**config.mk**
```make
export PLATFORM = sky130hd
export DESIGN_NAME = pong_position_engine_flat
export DESIGN_NICKNAME = d
export VERILOG_FILES = /design/src/rtl/pong_pkg.sv /design/src/rtl/pong_position_engine_if.sv /design/src/rtl/pong_paddle_ctrl.sv /design/src/rtl/pong_position_engine.sv /design/src/flat_wrapper.sv
export SDC_FILE = /design/constraint.sdc
export NUM_CORES = 1
export LEC_CHECK = 0
export ABC_AREA = 1
export BUFFER_PORTS_ARGS = -buffer_cell sky130_fd_sc_hd__buf_2
export CAP_MARGIN = 20
export CORE_MARGIN = 2
export CORE_UTILIZATION = 50
export CTS_BUF_LIST = sky130_fd_sc_hd__clkbuf_2
export DETAILED_ROUTE_END_ITERATION = 16
export GPL_ROUTABILITY_DRIVEN = 0
export PLACE_DENSITY = 0.7
export SLEW_MARGIN = 20
export SYNTH_ARGS = -nofsm -noshare
export SYNTH_HDL_FRONTEND = slang
export SYNTH_SLANG_ARGS = --single-unit
```
**constraint.sdc**
```tcl
create_clock -name clk -period 3.9 [get_ports clk]
set_input_delay 0.195 -clock clk [delete_from_list [all_inputs] [get_ports clk]]
set_output_delay 0.195 -clock clk [all_outputs]
set_load 0.1 [all_outputs]
```
**src/rtl/pong_pkg.sv**
```systemverilog
// Shared game constants, state encoding and small helpers for the pong engine
// and the VGA renderer.
package pong_pkg;

  typedef enum logic [1:0] {
    ST_SERVE = 2'd0,
    ST_PLAY  = 2'd1,
    ST_POINT = 2'd2,
    ST_OVER  = 2'd3
  } game_state_t;

  localparam int H_ACTIVE    = 640;
  localparam int V_ACTIVE    = 480;
  localparam int PADDLE_HALF = 20;
  localparam int BALL_HALF   = 5;
  localparam int P1_X        = 10;
  localparam int P2_X        = 629;
  localparam int PADDLE_STEP = 4;
  localparam int BALL_STEP   = 2;
  localparam int SCORE_MAX   = 9;
  localparam int HOLD_FRAMES = 60;

  function automatic logic [3:0] sat_inc(input logic [3:0] s);
    return (s >= 4'(SCORE_MAX)) ? s : s + 4'd1;
  endfunction

endpackage

```
**src/rtl/pong_position_engine_if.sv**
```systemverilog
// Player inputs and renderer-facing coordinates of the pong engine.
// Handshake: none; frame_tick is a one-cycle strobe and every output is a
// registered level that only changes on the cycle after a frame_tick.
interface pong_position_engine_if;
  logic       frame_tick;
  logic       p1_up;
  logic       p1_down;
  logic       p2_up;
  logic       p2_down;
  logic       serve;
  logic [9:0] position_x_p1;
  logic [9:0] position_y_p1;
  logic [9:0] position_x_p2;
  logic [9:0] position_y_p2;
  logic [9:0] position_ball_x;
  logic [9:0] position_ball_y;
  logic [3:0] score_p1;
  logic [3:0] score_p2;
  logic [1:0] game_state;
  logic       game_over;
  logic       dbg_dir_x;
  logic       dbg_dir_y;

  modport slave (
    input  frame_tick, p1_up, p1_down, p2_up, p2_down, serve,
    output position_x_p1, position_y_p1, position_x_p2, position_y_p2,
           position_ball_x, position_ball_y, score_p1, score_p2,
           game_state, game_over, dbg_dir_x, dbg_dir_y
  );

  modport master (
    output frame_tick, p1_up, p1_down, p2_up, p2_down, serve,
    input  position_x_p1, position_y_p1, position_x_p2, position_y_p2,
           position_ball_x, position_ball_y, score_p1, score_p2,
           game_state, game_over, dbg_dir_x, dbg_dir_y
  );
endinterface

```
**src/rtl/pong_paddle_ctrl.sv**
```systemverilog
// One paddle: turns level buttons into a clamped centre y, one step per frame.
module pong_paddle_ctrl
  import pong_pkg::*;
(
  input  logic       clk,
  input  logic       rst_n,
  input  logic       i_tick,
  input  logic       i_hold,
  input  logic       i_restart,
  input  logic       i_up,
  input  logic       i_down,
  output logic [9:0] o_y
);

  localparam logic signed [10:0] C_MIN  = 11'(PADDLE_HALF);
  localparam logic signed [10:0] C_MAX  = 11'(V_ACTIVE - 1 - PADDLE_HALF);
  localparam logic signed [10:0] C_STEP = 11'(PADDLE_STEP);
  localparam logic [9:0]         C_HOME = 10'(V_ACTIVE / 2);

  logic [9:0]         r_y;
  logic signed [10:0] w_cur;
  logic signed [10:0] w_next;

  always_comb begin
    w_cur  = $signed({1'b0, r_y});
    w_next = w_cur;
    if (i_up && !i_down)      w_next = w_cur - C_STEP;
    else if (i_down && !i_up) w_next = w_cur + C_STEP;
    if (w_next < C_MIN)       w_next = C_MIN;
    else if (w_next > C_MAX)  w_next = C_MAX;
  end

  always_ff @(posedge clk or negedge rst_n) begin
    if (!rst_n) begin
      r_y <= C_HOME;
    end else if (i_tick) begin
      if (i_restart)    r_y <= C_HOME;
      else if (!i_hold) r_y <= w_next[10] ? 10'd0 : w_next[9:0];
    end
  end

  assign o_y = r_y;

endmodule

```
**src/rtl/pong_position_engine.sv**
```systemverilog
// Pong game-state engine: paddles, ball motion/collisions, scoring and the
// serve/play/point/over sequence, all advancing once per frame_tick.
module pong_position_engine
  import pong_pkg::*;
(
  input  logic                   clk,
  input  logic                   rst_n,
  pong_position_engine_if.slave  bus
);

  localparam logic signed [10:0] C_BSTEP = 11'(BALL_STEP);
  localparam logic signed [10:0] C_BHALF = 11'(BALL_HALF);
  localparam logic signed [10:0] C_REACH = 11'(PADDLE_HALF + BALL_HALF);
  localparam logic signed [10:0] C_P1_X  = 11'(P1_X);
  localparam logic signed [10:0] C_P2_X  = 11'(P2_X);
  localparam logic signed [10:0] C_Y_HI  = 11'(V_ACTIVE - 1 - BALL_HALF);
  localparam logic signed [10:0] C_X_HI  = 11'(H_ACTIVE - 1 - BALL_HALF);
  localparam logic signed [10:0] C_HIT1  = 11'(P1_X + 1 + BALL_HALF);
  localparam logic signed [10:0] C_HIT2  = 11'(P2_X - 1 - BALL_HALF);
  localparam logic [9:0]         C_CX    = 10'(H_ACTIVE / 2);
  localparam logic [9:0]         C_CY    = 10'(V_ACTIVE / 2);
  localparam logic [5:0]         C_HOLD_LAST = 6'(HOLD_FRAMES - 1);

  game_state_t r_state;
  logic [9:0]  r_ball_x;
  logic [9:0]  r_ball_y;
  logic [3:0]  r_score_p1;
  logic [3:0]  r_score_p2;
  logic        r_dir_x;   // 1 = moving right
  logic        r_dir_y;   // 1 = moving down
  logic [5:0]  r_hold;

  logic [9:0]         w_p1_y;
  logic [9:0]         w_p2_y;
  logic               w_frozen;
  logic               w_restart;
  logic signed [10:0] w_bx, w_by, w_nx, w_ny, w_d1, w_d2, w_a1, w_a2;
  logic signed [10:0] w_nx_c, w_ny_c;
  logic               w_hit_p1, w_hit_p2, w_miss_l, w_miss_r;
  logic               w_dir_x_n, w_dir_y_n;

  assign w_frozen  = (r_state == ST_OVER);
  assign w_restart = w_frozen && bus.serve;

  pong_paddle_ctrl u_paddle_p1 (
    .clk       (clk),
    .rst_n     (rst_n),
    .i_tick    (bus.frame_tick),
    .i_hold    (w_frozen),
    .i_restart (w_restart),
    .i_up      (bus.p1_up),
    .i_down    (bus.p1_down),
    .o_y       (w_p1_y)
  );

  pong_paddle_ctrl u_paddle_p2 (
    .clk       (clk),
    .rst_n     (rst_n),
    .i_tick    (bus.frame_tick),
    .i_hold    (w_frozen),
    .i_restart (w_restart),
    .i_up      (bus.p2_up),
    .i_down    (bus.p2_down),
    .o_y       (w_p2_y)
  );

  // Collisions look at the paddle registers as they were before this tick.
  always_comb begin
    w_bx = $signed({1'b0, r_ball_x});
    w_by = $signed({1'b0, r_ball_y});
    w_nx = r_dir_x ? (w_bx + C_BSTEP) : (w_bx - C_BSTEP);
    w_ny = r_dir_y ? (w_by + C_BSTEP) : (w_by - C_BSTEP);
    w_d1 = w_by - $signed({1'b0, w_p1_y});
    w_d2 = w_by - $signed({1'b0, w_p2_y});
    w_a1 = w_d1[10] ? -w_d1 : w_d1;
    w_a2 = w_d2[10] ? -w_d2 : w_d2;

    w_hit_p1 = !r_dir_x && ((w_nx - C_BHALF) <= C_P1_X) && (w_a1 <= C_REACH);
    w_hit_p2 = r_dir_x && ((w_nx + C_BHALF) >= C_P2_X) && (w_a2 <= C_REACH);
    w_miss_l = !r_dir_x && !w_hit_p1 && (w_nx <= C_BHALF);
    w_miss_r = r_dir_x && !w_hit_p2 && (w_nx >= C_X_HI);

    w_ny_c    = w_ny;
    w_dir_y_n = r_dir_y;
    if (w_ny <= C_BHALF) begin
      w_ny_c    = C_BHALF;
      w_dir_y_n = 1'b1;
    end else if (w_ny >= C_Y_HI) begin
      w_ny_c    = C_Y_HI;
      w_dir_y_n = 1'b0;
    end

    // A miss leaves dir_x alone, so the next serve heads toward the loser.
    w_nx_c    = w_nx;
    w_dir_x_n = r_dir_x;
    if (w_hit_p1) begin
      w_nx_c    = C_HIT1;
      w_dir_x_n = 1'b1;
    end else if (w_hit_p2) begin
      w_nx_c    = C_HIT2;
      w_dir_x_n = 1'b0;
    end else if (w_miss_l) begin
      w_nx_c    = C_BHALF;
    end else if (w_miss_r) begin
      w_nx_c    = C_X_HI;
    end
  end

  always_ff @(posedge clk or negedge rst_n) begin
    if (!rst_n) begin
      r_state    <= ST_SERVE;
      r_ball_x   <= C_CX;
      r_ball_y   <= C_CY;
      r_score_p1 <= 4'd0;
      r_score_p2 <= 4'd0;
      r_dir_x    <= 1'b1;
      r_dir_y    <= 1'b1;
      r_hold     <= 6'd0;
    end else if (bus.frame_tick) begin
      case (r_state)
        ST_SERVE: begin
          r_ball_x <= C_CX;
          r_ball_y <= C_CY;
          if (bus.serve) r_state <= ST_PLAY;
        end
        ST_PLAY: begin
          r_ball_x <= w_nx_c[10] ? 10'd0 : w_nx_c[9:0];
          r_ball_y <= w_ny_c[10] ? 10'd0 : w_ny_c[9:0];
          r_dir_x  <= w_dir_x_n;
          r_dir_y  <= w_dir_y_n;
          if (w_miss_l) begin
            r_score_p2 <= sat_inc(r_score_p2);
            r_state    <= ST_POINT;
          end else if (w_miss_r) begin
            r_score_p1 <= sat_inc(r_score_p1);
            r_state    <= ST_POINT;
          end
        end
        ST_POINT: begin
          if (r_hold == C_HOLD_LAST) begin
            r_hold <= 6'd0;
            if (r_score_p1 == 4'(SCORE_MAX) || r_score_p2 == 4'(SCORE_MAX)) begin
              r_state <= ST_OVER;
            end else begin
              r_state  <= ST_SERVE;
              r_ball_x <= C_CX;
              r_ball_y <= C_CY;
            end
          end else begin
            r_hold <= r_hold + 6'd1;
          end
        end
        ST_OVER: begin
          if (bus.serve) begin
            r_state    <= ST_SERVE;
            r_ball_x   <= C_CX;
            r_ball_y   <= C_CY;
            r_score_p1 <= 4'd0;
            r_score_p2 <= 4'd0;
            r_dir_x    <= 1'b1;
            r_dir_y    <= 1'b1;
            r_hold     <= 6'd0;
          end
        end
        default: r_state <= ST_SERVE;
      endcase
    end
  end

  assign bus.position_x_p1   = 10'(P1_X);
  assign bus.position_x_p2   = 10'(P2_X);
  assign bus.position_y_p1   = w_p1_y;
  assign bus.position_y_p2   = w_p2_y;
  assign bus.position_ball_x = r_ball_x;
  assign bus.position_ball_y = r_ball_y;
  assign bus.score_p1        = r_score_p1;
  assign bus.score_p2        = r_score_p2;
  assign bus.game_state      = r_state;
  assign bus.game_over       = (r_state == ST_OVER);
  assign bus.dbg_dir_x       = r_dir_x;
  assign bus.dbg_dir_y       = r_dir_y;

endmodule

```
**src/flat_wrapper.sv**
```systemverilog
// flat-port wrapper written by rule: the top's interface ports become plain ports
module pong_position_engine_flat import pong_pkg::*;
  (clk, rst_n, bus_frame_tick, bus_p1_up, bus_p1_down, bus_p2_up, bus_p2_down, bus_serve, bus_position_x_p1, bus_position_y_p1, bus_position_x_p2, bus_position_y_p2, bus_position_ball_x, bus_position_ball_y, bus_score_p1, bus_score_p2, bus_game_state, bus_game_over, bus_dbg_dir_x, bus_dbg_dir_y);
  pong_position_engine_if bus_i ();
  input  logic clk;
  input  logic rst_n;
  input wire logic [$bits(bus_i.frame_tick)-1:0] bus_frame_tick;
  input wire logic [$bits(bus_i.p1_up)-1:0] bus_p1_up;
  input wire logic [$bits(bus_i.p1_down)-1:0] bus_p1_down;
  input wire logic [$bits(bus_i.p2_up)-1:0] bus_p2_up;
  input wire logic [$bits(bus_i.p2_down)-1:0] bus_p2_down;
  input wire logic [$bits(bus_i.serve)-1:0] bus_serve;
  output wire logic [$bits(bus_i.position_x_p1)-1:0] bus_position_x_p1;
  output wire logic [$bits(bus_i.position_y_p1)-1:0] bus_position_y_p1;
  output wire logic [$bits(bus_i.position_x_p2)-1:0] bus_position_x_p2;
  output wire logic [$bits(bus_i.position_y_p2)-1:0] bus_position_y_p2;
  output wire logic [$bits(bus_i.position_ball_x)-1:0] bus_position_ball_x;
  output wire logic [$bits(bus_i.position_ball_y)-1:0] bus_position_ball_y;
  output wire logic [$bits(bus_i.score_p1)-1:0] bus_score_p1;
  output wire logic [$bits(bus_i.score_p2)-1:0] bus_score_p2;
  output wire logic [$bits(bus_i.game_state)-1:0] bus_game_state;
  output wire logic [$bits(bus_i.game_over)-1:0] bus_game_over;
  output wire logic [$bits(bus_i.dbg_dir_x)-1:0] bus_dbg_dir_x;
  output wire logic [$bits(bus_i.dbg_dir_y)-1:0] bus_dbg_dir_y;
  assign bus_i.frame_tick = bus_frame_tick;
  assign bus_i.p1_up = bus_p1_up;
  assign bus_i.p1_down = bus_p1_down;
  assign bus_i.p2_up = bus_p2_up;
  assign bus_i.p2_down = bus_p2_down;
  assign bus_i.serve = bus_serve;
  assign bus_position_x_p1 = bus_i.position_x_p1;
  assign bus_position_y_p1 = bus_i.position_y_p1;
  assign bus_position_x_p2 = bus_i.position_x_p2;
  assign bus_position_y_p2 = bus_i.position_y_p2;
  assign bus_position_ball_x = bus_i.position_ball_x;
  assign bus_position_ball_y = bus_i.position_ball_y;
  assign bus_score_p1 = bus_i.score_p1;
  assign bus_score_p2 = bus_i.score_p2;
  assign bus_game_state = bus_i.game_state;
  assign bus_game_over = bus_i.game_over;
  assign bus_dbg_dir_x = bus_i.dbg_dir_x;
  assign bus_dbg_dir_y = bus_i.dbg_dir_y;
  pong_position_engine u_core (.clk(clk), .rst_n(rst_n), .bus(bus_i));
endmodule
```
Word level (Yosys, flattened, before mapping)
Cells that the tools add are included.
W data, S select, Z words.
- $add $sub $neg: 17
- $mul: 0
- div/mod/pow operators: 0
- magnitude comparators: 14
- equality and inequality tests: 19
- shift-type cells: 0
- multiplexer cells: 59
- bitwise gates (word level): 0
- reduce and logical (&&, ||, !) cells: 32
- operators by type and width (operator ; count):
    $mux W11 ; 18
    $mux W10 ; 14
    $pmux W10 S4 ; 2
    $mux W4 ; 6
    $add A10 B2 Y11 const B ; 2
    $add A10 B3 Y11 const B ; 2
    $ge A11 B11 Y1 const B ; 2
    $gt A11 B10 Y1 const B ; 2
    $le A11 B4 Y1 const B ; 2
    $le A11 B6 Y1 const B ; 2
    $lt A11 B6 Y1 const B ; 2
    $neg A11 Y11 ; 2
    $sub A10 B10 Y11 ; 2
    $sub A10 B2 Y11 const B ; 2
    $sub A10 B3 Y11 const B ; 2
    $pmux W4 S2 ; 2
    $logic_and A1 B1 Y1 ; 13
    $mux W2 ; 6
    $mux W6 ; 2
    $ne A2 B2 Y1 const B ; 6
    $pmux W6 S2 ; 1
    $reduce_and A4 Y1 ; 3
    $add A11 B4 Y11 const B ; 1
    $ge A11 B10 Y1 const B ; 1
    other kinds (22) ; 44
- register bits: 58
- bits in latches: 0
- RAM bits: 0
- memory bits (read-only): 0
- output and inout bits: 73
- word-level logic and storage cells: 151
- memories kept: 0

Logic depth before layout (Yosys ltp)
Gate-level depths: netlist (run 1).
- word-level depth: 15
- gate-level depth with buffers: 26
- mapped depth without buffers: 26

Cells and area by module
Synthesis (run 1) repeated with hierarchy kept, for this count alone.
- cells, all modules: 1224
- area total of the unflattened synthesis: 7566.0 µm²
- by module, submodules not included (module ; times used ; cells an instance ; area an instance (µm²)):
    pong_position_engine ; 1 ; 888 ; 5556.6
    pong_paddle_ctrl ; 2 ; 168 ; 1004.7

Worst setup path before layout (run 1)
No wires, ideal clock.
- kind: reg-to-reg
- from: register u_core.r_dir_x, in the netlist u_core.bus.dbg_dir_x
- to: register u_core.r_score_p1[0], in the netlist u_core.bus.score_p1[0]
- setup time: 123 ps
- arrival time: 3502 ps
- data required time: 3777 ps
- path slack: 275 ps
- cell stages (with the launch flop): 21
- buffers on the path: 0
- period minus slack after synthesis: 3625 ps
- path through: dfstp_2 > inv_1 > ha_1 > nand3_1 > nand2_2 > nand3_1 > nand2_1 > nand2_1 > nand2_2 > xor2_2 > nand3_1 > nand2_1 > nor2_1 > nor2_2 > nand2_4 > nand2_4 > o21ai_1 > inv_2 > nand2_2 > nand2_1 > nand2_1
- word-level cells in the longest chain between the ends: 10
- ends and longest elaborated chain (item ; RTL line ; text):
    from (decl) ; pong_position_engine.sv:29 ; logic r_dir_x;
    from (signal assigned) ; pong_position_engine.sv:129 ; r_dir_x <= w_dir_x_n;
    $mux W11 ; pong_position_engine.sv:71 ; w_nx = r_dir_x ? (w_bx + C_BSTEP) : (w_bx - C_BSTEP);
    $sub A11 B4 Y11 or $add A11 B4 Y11 (tied branches) ; pong_position_engine.sv:78, pong_position_engine.sv:79 ;
    $le A11 B5 Y1 or $ge A11 B11 Y1 (tied branches) ; pong_position_engine.sv:78, pong_position_engine.sv:79 ;
    $logic_and A1 B1 Y1, on equally long branches (2 in a row) ; pong_position_engine.sv:78, pong_position_engine.sv:79 ;
    $logic_not A1 Y1, on equally long branches ; pong_position_engine.sv:80, pong_position_engine.sv:81 ;
    $logic_and A1 B1 Y1, on equally long branches (2 in a row) ; pong_position_engine.sv:80, pong_position_engine.sv:81 ;
    $ne A2 B2 Y1 (no source line) or $ne A2 B1 Y1 (tied branches) ; -- ;
    $reduce_and A6 Y1 (no source line) (*) ; -- ;
    to (signal assigned) ; pong_position_engine.sv:135 ; r_score_p1 <= sat_inc(r_score_p1);
    to (decl) ; pong_position_engine.sv:27 ; logic [3:0] r_score_p1;
Mark *: on every way between the ends. The rest lies on a longest branch, timed or not.
A chain may end at the register's enable or synchronous reset.

Final worst setup path (run 1)
- from: register u_core.r_dir_x, in the netlist u_core.bus.dbg_dir_x
- to: register u_core.r_score_p2[3], in the netlist u_core.bus.score_p2[3]
- word-level cells in the longest chain between the ends: 10
- ends and longest elaborated chain (item ; RTL line ; text):
    $mux W11 ; pong_position_engine.sv:71 ;
    $sub A11 B4 Y11 ; pong_position_engine.sv:78 ; w_hit_p1 = !r_dir_x && ((w_nx - C_BHALF) <= C_P1_X) && (w_a1 <= C_REACH);
    $le A11 B5 Y1 ; pong_position_engine.sv:78 ;
    $logic_and A1 B1 Y1 (2 in a row) ; pong_position_engine.sv:78 ;
    $logic_not A1 Y1 ; pong_position_engine.sv:80 ; w_miss_l = !r_dir_x && !w_hit_p1 && (w_nx <= C_BHALF);
    $logic_and A1 B1 Y1 ; pong_position_engine.sv:80 ;
    $logic_and A1 B1 Y1 (*) ; pong_position_engine.sv:80 ;
    $ne A2 B1 Y1 (no source line) (*) ; -- ;
    $reduce_and A5 Y1 (no source line) (*) ; -- ;
    to (signal assigned) ; pong_position_engine.sv:132 ; r_score_p2 <= sat_inc(r_score_p2);
    to (decl) ; pong_position_engine.sv:28 ; logic [3:0] r_score_p2;
Marked as above.

==> flow_summary_export.csv, run 1 <==
group,metric,value,unit
yosys,async_flop_share,100.0,%
global_routing,antenna_found_initial,0,
yosys,netlist.area_leader.share,16.45,%
clock_network,cts.clk_slew.worst_paths,290,ps
outcome,status,"finished, final reports clean",
cells_and_area,finish.utilization,55.44,%
cells_and_area,fill_cells,1345,
global_routing,grt.overflow.total,0,
setup_path,r2r_start,"u_core.bus.dbg_dir_x",
worst_hold_path,min_path_type,"primary input to flop",
setup_path,path_class,"flop to flop",
cells_and_area,final_net_count,1190,
setup_path,cpPeakStageDelay,650,ps
setup_path,cp_common_cell,"nand2_1",
cells_and_area,multiInputGateArea,0.004563,mm^2
yosys,yosysTopAreaCell,"nand2_1",
sta,max_slew.worst_pin.slew,719.2,ps
sta,clock-skew-final,15.04,ps
yosys,yosysWarnings,0,
setup_path,arrival,3930,ps
yosys,syn_area_per_cell,6.391,um^2
setup_path,cp-end-kind,"flop",
drt,drtIter0Drc,592,
worst_hold_path,holdPathStages,3,
drt,first_pass_iters,6,
die,num_rows,42,
cells_and_area,ff_latch_area,0.001421,mm^2
sta,finalHoldViolCount,0,
sta,tns,0,ps
drt,ant_nets,0,
yosys,synth_common_cells,"nand2_1 (295), inv_1 (154), nand3_1 (90)",
yosys,synthMostInstantiatedCell,"nand2_1",
sta,drv_slew,0,
sta,fmax,280.6,MHz
drt,post_drt_via_cell_ratio,5.179,
sta,min_period,3564,ps
cells_and_area,drive_gt1_share,11.37,%
yosys,synth-edff-count,0,
clock_network,clock_sinks,56,
yosys,synth-seq-cells,56,
global_routing,grt_pass1_wl,28260,um
die,die-area,0.01440,mm^2
setup_path,reg2reg_depth,16,
yosys,seq_area_frac_synth,21.12,%
setup_path,path_cells,"clkinvlp_4 -> buf_4 -> ha_1 -> a21o_1 -> a21boi_1 -> nand2_1 -> xnor2_2 -> nand2_1 -> nor2_1 -> nand2_1 -> a21oi_2 -> nand4_1 -> nand2_1 -> nand2_1 -> nand2_1 -> o21ai_1",
die,start_util,51.02,%
global_routing,grt_pass1_vias,5867,
place,hpwl,13770,um
drt,drc,0,
setup_path,worstPathMaxFanout,9,
setup_path,required,4270,ps
die,die_height,120.0,um
sta,holdWs,101.3,ps
yosys,synth_area,0.006730,mm^2
die,die_x,120.0,um
clock_network,cts_tree,"built",
sta,setup_viol,0,
global_routing,grt_max_degree,57,
sta,fin_crit_sh,91.39,%
drt,vias,6697,
clock_network,cts_made_buffers,5,
yosys,syn_inst,1053,
die,ios,81,
drt,wl_per_cell,13.11,um
clock_network,cts_root_buffer,"clkbuf_2",
cells_and_area,area_delta_synth_final,8.663,%
drt,wl,16950,um
yosys,synth.area.top_cells,"nand2_1 (16%), dfrtp_1 (15%), ha_1 (12%)",
setup_path,rr_endpoint,"u_core.bus.score_p2[3]",
worst_hold_path,worstHoldEndpoint,"u_core.bus.score_p2[2]",
global_routing,track_usage,23.76,%
clock_network,cts.path.max_buffers,2,
cells_and_area,n_antenna_cell,0,
worst_hold_path,min_from,"bus_frame_tick",
yosys,ys.flop_type,"dfrtp_1",
sta,slew_headroom,52.06,%
yosys,synth_cell_types,52,
clock_network,clk_latency,450,ps
setup_path,r2r_slack,340,ps
run,drv_cap,0,
setup_path,start_kind,"flop",
place,port-buffer-count,60,
sta,rsz0062_at_grt,"no",
setup_path,crit_slowest_cell,"dfstp_2",
die,core-area,0.01319,mm^2
clock_network,cts.htree.levels,2,
-- flip-flops by register name (all words and copies together), names as in the netlist --
name,flops
u_core.bus.dbg_dir_y,1
u_core.bus.game_state,2
u_core.bus.position_ball_y,10
u_core.r_hold,6
u_core.bus.score_p1,4
u_core.u_paddle_p1.o_y,9
u_core.bus.position_ball_x,10
u_core.bus.score_p2,4
u_core.u_paddle_p2.o_y,9
u_core.bus.dbg_dir_x,1
-- repair_timing --
| action | 4_1_cts | 5_1_grt |
|---|---|---|
| buffers inserted | 0 | 3 |
| hold endpoints to repair | 40 | 0 |
| setup endpoints to repair | 0 | 17 |
| resized for setup | 0 | 4 |
| hold buffers | 1 | 0 |
-- per-stage QoR --
step,worst slack [ps],std cells,instance area [um^2]
2_1_floorplan,275.2,1071,6798
4_1_cts,81.40,1290,7277
6_report,336.0,1293,7313
3_5_place_dp,213.5,1281,7152
3_3_place_gp,223.8,1281,7152
5_1_grt,36.56,1293,7313
-- routing by layer --
metal / global-route usage, % / routed length [um] / vias up
met5: 0 / 0 / -
met4: 4.044 / 163 / 0
met3: 2.044 / 766 / 8
met2: 38.99 / 7738 / 178
met1: 34.52 / 8276 / 3015
li1: - / - / 3496
-- critical path: cells and delay by family, from the launching register on --
kind / cells / cell delay (ps)
AO/OA/AOI/OAI: 4 / 690
XOR/XNOR: 1 / 340
buffers and inverters: 2 / 440
AND/OR/NAND/NOR: 8 / 1000
flip-flops: 1 / 650
adder cells (fa/ha/maj): 1 / 350
-- cells by family after synthesis --
group / Yosys count / share of synthesized area (%)
buffers and inverters: 194 / 12.23
other: 2 / 0.1116
muxes: 1 / 0.1487
xor gates and xnor gates: 42 / 5.912
AOI/OAI and AO/OA: 154 / 13.31
and+or+nand+nor: 538 / 34.45
DFF: 56 / 21.12
adders and majority gates: 66 / 12.72
-- area by class of cell --
type | count | area share [%]
well taps | 176 | 3.011
clock inverters | 3 | 1.232
inverters | 161 | 8.315
repair buffers | 71 | 5.269
flip-flops and latches | 56 | 19.44
multi-input cells | 821 | 62.40
clock buffers | 5 | 0.3422
-- worst max-delay path by stage --
stage | startpoint | to | slack (ps) | cells past startpoint
3_5_place_dp | u_core.bus.dbg_dir_x | u_core.bus.score_p1[3] | 210 | 19
5_1_grt | u_core.bus.dbg_dir_x | u_core.bus.score_p1[1] | 40 | 19
3_3_place_gp | u_core.bus.position_ball_y[0] | u_core.bus.score_p1[2] | 220 | 22
6_report | u_core.bus.dbg_dir_x | u_core.bus.score_p2[3] | 340 | 16
4_1_cts | u_core.bus.dbg_dir_x | u_core.bus.score_p1[3] | 80 | 19
2_1_floorplan | u_core.bus.dbg_dir_x | u_core.bus.score_p1[0] | 280 | 20
-- cells in the final DEF (no fill, tap or decap), types with 3 or more instances in the layout --
cell	netlist	layout
conb_1	2	20
nand4_1	14	14
nand2_2	4	5
buf_4	22	10
xnor2_1	8	8
ha_1	62	62
a22oi_1	5	5
nand3b_1	10	10
inv_1	154	153
nand3_2	4	4
o21ai_0	42	42
o22ai_1	12	12
clkbuf_2	0	5
nand3_1	90	90
a21oi_1	50	48
a2bb2oi_1	3	3
or2_2	4	4
a21boi_0	5	5
buf_2	4	60
o21ai_1	11	11
a21o_1	5	5
nor2_2	3	3
and2_1	3	3
nor2_1	85	85
inv_2	5	5
bufinv_16	0	3
nand2_1	295	294
o31ai_1	3	3
xor2_1	30	30
a21oi_2	3	5
nor4_1	4	4
dfrtp_1	40	40
nor3_1	18	18
xor2_2	3	3
dfstp_2	16	16
fa_1	4	4
Power of run 1 is not shown: default switching activity piles up to over one toggle a cycle in this logic, so the estimate is an artifact.
==> inputs of run 2 (changes only) <==
--- a/config.mk
+++ b/config.mk
@@ -14,6 +14,7 @@
 export DETAILED_ROUTE_END_ITERATION = 16
 export GPL_ROUTABILITY_DRIVEN = 0
 export PLACE_DENSITY = 0.7
+export RECOVER_POWER = 100
 export SLEW_MARGIN = 20
 export SYNTH_ARGS = -nofsm -noshare
 export SYNTH_HDL_FRONTEND = slang
==> run 2 against run 1 <==
Against the previous run:
- the run now ends with max-capacitance violations, max-slew violations left
- critical path type unchanged
- clock skew up 3.7 ps
- design area decreased by 1.2%
- routed wire length about the same
- global-route usage unchanged
- core utilization down 0.67 points
- non-clock buffer count unchanged
- largest cell class unchanged
- setup slack lost 18 ps
==> flow_summary_export.csv, run 2 (same netlist as run 1, synthesis figures left out) <==
group,metric,value,unit
die,core-area,0.01319,mm^2
setup_path,path_buf_inv,2,
global_routing,grt.overflow.total,0,
drt,wl_per_cell,13.11,um
clock_network,cts_made_buffers,5,
global_routing,track_usage,23.76,%
drt,post_drt_via_cell_ratio,5.169,
cells_and_area,ff_latch_area,0.001421,mm^2
global_routing,antenna_found_initial,0,
sta,min_period,3582,ps
cells_and_area,multiInputGateArea,0.004551,mm^2
sta,clock-skew-final,18.73,ps
cells_and_area,final_net_count,1190,
setup_path,path_cells,"clkinvlp_4 -> clkbuf_2 -> ha_1 -> a21o_1 -> a21boi_1 -> nand2_1 -> xnor2_2 -> nand2_1 -> nor2_1 -> nand2_1 -> a21oi_2 -> nand2_4 -> nand3_2 -> nand3_2 -> o21ai_0",
setup_path,cp-end-kind,"flop",
clock_network,clk_latency,460,ps
place,hpwl,13770,um
run,drv_cap,1,
die,die_height,120.0,um
cells_and_area,area_delta_synth_final,7.343,%
die,num_rows,42,
clock_network,cts.htree.levels,2,
sta,tns,0,ps
sta,rsz0062_at_grt,"no",
die,start_util,51.02,%
drt,drc,0,
cells_and_area,drive_gt1_share,6.088,%
sta,drv_slew,57,
global_routing,grt_max_degree,57,
global_routing,grt_pass1_wl,28260,um
clock_network,clock_sinks,56,
setup_path,start_kind,"flop",
cells_and_area,layout_commonest_cell,"nand2_1",
cells_and_area,layout_common_cells,"nand2_1 (295), inv_1 (153), nand3_1 (92)",
die,die_x,120.0,um
worst_hold_path,min_path_type,"primary input to flop",
setup_path,crit_slowest_cell,"dfstp_2",
cells_and_area,fill_cells,1376,
outcome,violations,"max-capacitance violations, max-slew violations",
sta,setup_viol,0,
drt,drtIter0Drc,528,
cells_and_area,n_antenna_cell,0,
drt,wl,16960,um
sta,fin_crit_sh,91.85,%
outcome,status,"finished with violations",
setup_path,cp_common_cell,"nand2_1",
place,port-buffer-count,60,
setup_path,path_class,"flop to flop",
setup_path,worstPathMaxFanout,9,
setup_path,arrival,3970,ps
drt,vias,6683,
clock_network,cts.path.max_buffers,2,
setup_path,cp_top_family,"compound AO/OA/AOI/OAI gates",
clock_network,cts_tree,"built",
die,ios,81,
drt,first_pass_iters,5,
sta,max_slew.worst_pin.slew,3026,ps
global_routing,grt_pass1_vias,5867,
drt,ant_nets,0,
sta,fmax,279.2,MHz
die,die-area,0.01440,mm^2
clock_network,cts.clk_slew.worst_paths,290,ps
setup_path,required,4280,ps
sta,finalHoldViolCount,0,
setup_path,cpPeakStageDelay,650,ps
clock_network,cts_root_buffer,"clkbuf_2",
sta,slew_headroom,-101.7,%
==> run 2: cell count changes in the layout (fill, tap and decap cells not counted), moves of 2 or more <==
cell      change
nand3_1       +2
nand3_2       -2
o21ai_1       -4
o21ai_0       +4
clkbuf_1     +55
buf_2        -53
buf_4         -3
==> run 2: routing by layer <==
metal	global-route usage, %	up-vias	share of wire (%)
li1	-	3502	-
met1	34.52	3013	49
met2	38.99	158	46
met3	2.044	10	4.3
met4	4.044	0	1.0
met5	0	-	0
==> run 2: final timing paths <==
check | from | end | slack (ps) | cells past startpoint
max in group asynchronous | rst_n | u_core.bus.position_ball_x[0] | 940 | 3
setup reg to reg | u_core.bus.dbg_dir_x | u_core.bus.position_ball_x[5] | 320 | 15
hold reg to reg | u_core.bus.position_ball_x[8] | u_core.bus.position_ball_x[8] | 550 | 1
hold / removal | bus_frame_tick | u_core.bus.score_p2[1] | 100 | 4
min in group asynchronous | rst_n | u_core.r_hold[3] | 1310 | 3
setup / recovery | u_core.bus.dbg_dir_x | u_core.bus.position_ball_x[5] | 320 | 15
==> run 2: worst reg2reg max path: stages, from the launching register on <==
cell and delay, ps:
dfstp_2 650, clkinvlp_4 220, clkbuf_2 220, ha_1 370
a21o_1 220, a21boi_1 120, nand2_1 130, xnor2_2 350
nand2_1 120, nor2_1 140, nand2_1 80, a21oi_2 290
nand2_4 130, nand3_2 100, nand3_2 130, o21ai_0 230
==> run 2: timing repair <==
item                       in CTS  in global routing
hold endpoints to repair       40                  0
buffers inserted                0                  3
gates resized for setup         0                  4
hold buffers                    1                  0
setup endpoints to repair       0                 17
==> run 2: cell type report <==
| cell class | count | share of cell area (%) |
|---|---|---|
| clock buffers | 5 | 0.3464 |
| multi-input cells | 821 | 62.99 |
| inverters | 161 | 8.417 |
| well taps | 176 | 3.048 |
| flip-flops and latches | 56 | 19.67 |
| repair buffers | 71 | 4.278 |
| clock inverters | 3 | 1.247 |
==> run 2: metrics by stage <==
step                hold slack (ps)  instances  setup WS [ps]  area [um^2]  utilization, %
CTS                           78.26       1290          81.40         7277           55.17
global placement              376.7       1281          223.8         7152           54.22
finish                        97.47       1293          317.8         7224           54.77
global route                  104.7       1293          29.11         7224           54.77
detailed placement            386.0       1281          213.5         7152           54.22
floorplan                    -100.6       1071          275.2         6798               -
Power of run 2 is left out for the same reason.
==> inputs of run 3 (changes only) <==
--- a/config.mk
+++ b/config.mk
@@ -13,8 +13,10 @@
 export CTS_BUF_LIST = sky130_fd_sc_hd__clkbuf_2
 export DETAILED_ROUTE_END_ITERATION = 16
 export GPL_ROUTABILITY_DRIVEN = 0
+export GPL_TIMING_DRIVEN = 0
 export PLACE_DENSITY = 0.7
 export RECOVER_POWER = 100
+export REMOVE_ABC_BUFFERS = 1
 export SLEW_MARGIN = 20
 export SYNTH_ARGS = -nofsm -noshare
 export SYNTH_HDL_FRONTEND = slang
==> run 3 against run 2 <==
Against the previous run:
- the run still ends with max-capacitance violations, max-slew violations left
- clock-buffer cell count is 2 higher
- maximum frequency is 0.65% lower
- die area stayed put
- setup slack worse by 23 ps
- via count stayed put
- clock skew is 10 ps higher
- sequential cell count stayed put
- final cell count hardly changed
- first-iteration DRC count is 6.8% higher
- routed wire length is 1.9% lower
- highest routed layer unchanged
==> flow_summary_export.csv, run 3 (same netlist as run 1, synthesis figures left out) <==
group,metric,value,unit
outcome,violations,"max-capacitance violations, max-slew violations",
clock_network,cts.path.max_buffers,2,
run,drv_cap,1,
cells_and_area,layout_common_cells,"nand2_1 (294), inv_1 (153), nand3_1 (90)",
sta,setup_viol,0,
sta,finalHoldViolCount,0,
die,start_util,51.02,%
sta,clock-skew-final,29.15,ps
drt,ant_nets,0,
die,num_rows,42,
place,hpwl,13270,um
drt,drtIter0Drc,564,
clock_network,cts_tree,"built",
cells_and_area,ff_latch_area,0.001421,mm^2
drt,drc,0,
clock_network,cts_root_buffer,"clkbuf_2",
clock_network,cts.clk_slew.worst_paths,270,ps
drt,wl_per_cell,12.88,um
sta,fmax,277.4,MHz
setup_path,arrival,3980,ps
cells_and_area,multiInputGateArea,0.004582,mm^2
clock_network,clk_latency,470,ps
drt,first_pass_iters,5,
place,port-buffer-count,60,
setup_path,start_kind,"flop",
setup_path,cp_common_cell,"inv_1",
die,die-area,0.01440,mm^2
setup_path,path_buf_inv,4,
cells_and_area,n_antenna_cell,0,
setup_path,cp-end-kind,"flop",
setup_path,path_class,"flop to flop",
place,pre_cts_ws,-243.2,ps
global_routing,track_usage,23.27,%
setup_path,worstPathMaxFanout,14,
sta,setup_slack,294.5,ps
sta,fin_crit_sh,92.45,%
cells_and_area,layout_commonest_cell,"nand2_1",
worst_hold_path,min_path_type,"primary input to flop",
cells_and_area,drive_gt1_share,6.541,%
sta,max_slew.worst_pin.slew,3031,ps
setup_path,crit_slowest_cell,"nor2_1",
sta,min_period,3606,ps
cells_and_area,fill_cells,1363,
global_routing,grt_pass1_vias,5939,
die,die_x,120.0,um
drt,post_drt_via_cell_ratio,5.173,
die,die_height,120.0,um
cells_and_area,area_delta_synth_final,6.711,%
clock_network,cts.htree.levels,2,
cells_and_area,final_cell_area,0.007182,mm^2
sta,slew_headroom,-102.0,%
outcome,status,"finished with violations",
setup_path,r2r_slack,290,ps
global_routing,grt_pass1_wl,27900,um
die,ios,81,
setup_path,required,4280,ps
cells_and_area,finish.utilization,54.45,%
drt,wl,16640,um
global_routing,antenna_found_initial,0,
sta,drv_slew,57,
cells_and_area,final_net_count,1189,
global_routing,grt_max_degree,57,
global_routing,grt.overflow.total,0,
setup_path,path_cells,"nand2_1 -> inv_1 -> a21oi_4 -> inv_1 -> a21oi_1 -> inv_1 -> nor2_1 -> inv_1 -> o21bai_1 -> nand2_1 -> nand2_1",
setup_path,cpPeakStageDelay,530,ps
sta,tns,0,ps
clock_network,clock_sinks,56,
die,core-area,0.01319,mm^2
setup_path,cp_top_family,"buffers and inverters",
place,placed_area,0.007102,mm^2
drt,vias,6683,
clock_network,cts_made_buffers,5,
-- run 3: per-layer routing --
metal / GRT usage, % / part of all wire (%) / up-vias
met2: 37.61 / 45 / 171
met3: 3.137 / 4.9 / 16
met1: 32.71 / 48 / 2998
met5: 0 / 0 / -
met4: 6.103 / 1.7 / 0
li1: - / - / 3498
-- run 3: path summary, 6_finish.rpt --
| path | start | end | cells after the start |
|---|---|---|---|
| min in group asynchronous | rst_n | u_core.r_hold[3] | 2 |
| hold reg to reg | u_core.r_hold[0] | u_core.r_hold[0] | 1 |
| max in group asynchronous | rst_n | u_core.bus.position_ball_x[7] | 2 |
| setup reg to reg | u_core.bus.game_state[0] | u_core.bus.position_ball_x[0] | 11 |
| setup / recovery | u_core.bus.game_state[0] | u_core.bus.position_ball_x[0] | 11 |
| hold / removal | bus_frame_tick | u_core.bus.score_p2[2] | 3 |
-- run 3: repair_timing --
item                                    CTS  global route
endpoints found under the setup margin   22            24
resized for setup                         2             5
hold buffers                              1             0
buffers inserted                          0             9
pin swaps                                 0             1
endpoints found under the hold margin    40             0
-- run 3: worst min-delay path: stages --
cell     delay, ps
buf_2          120
nand2_1        150
o21ai_1         80
-- run 3: metrics by stage --
step                      instances  hold slack (ps)
after floorplan                1038           -100.6
after global placement         1274            507.0
after detailed placement       1274            301.1
after CTS                      1283            23.59
after global routing           1292            44.70
final                          1292            58.93
-- run 3: layout make-up --
class                   count  area share [%]
inverters                 161           8.467
repair buffers             70           4.321
clock buffers               7          0.4878
well taps                 176           3.066
flip-flops and latches     56           19.79
clock inverters             1         0.06969
multi-input cells         821           63.80
Power of run 3 is left out for the same reason.
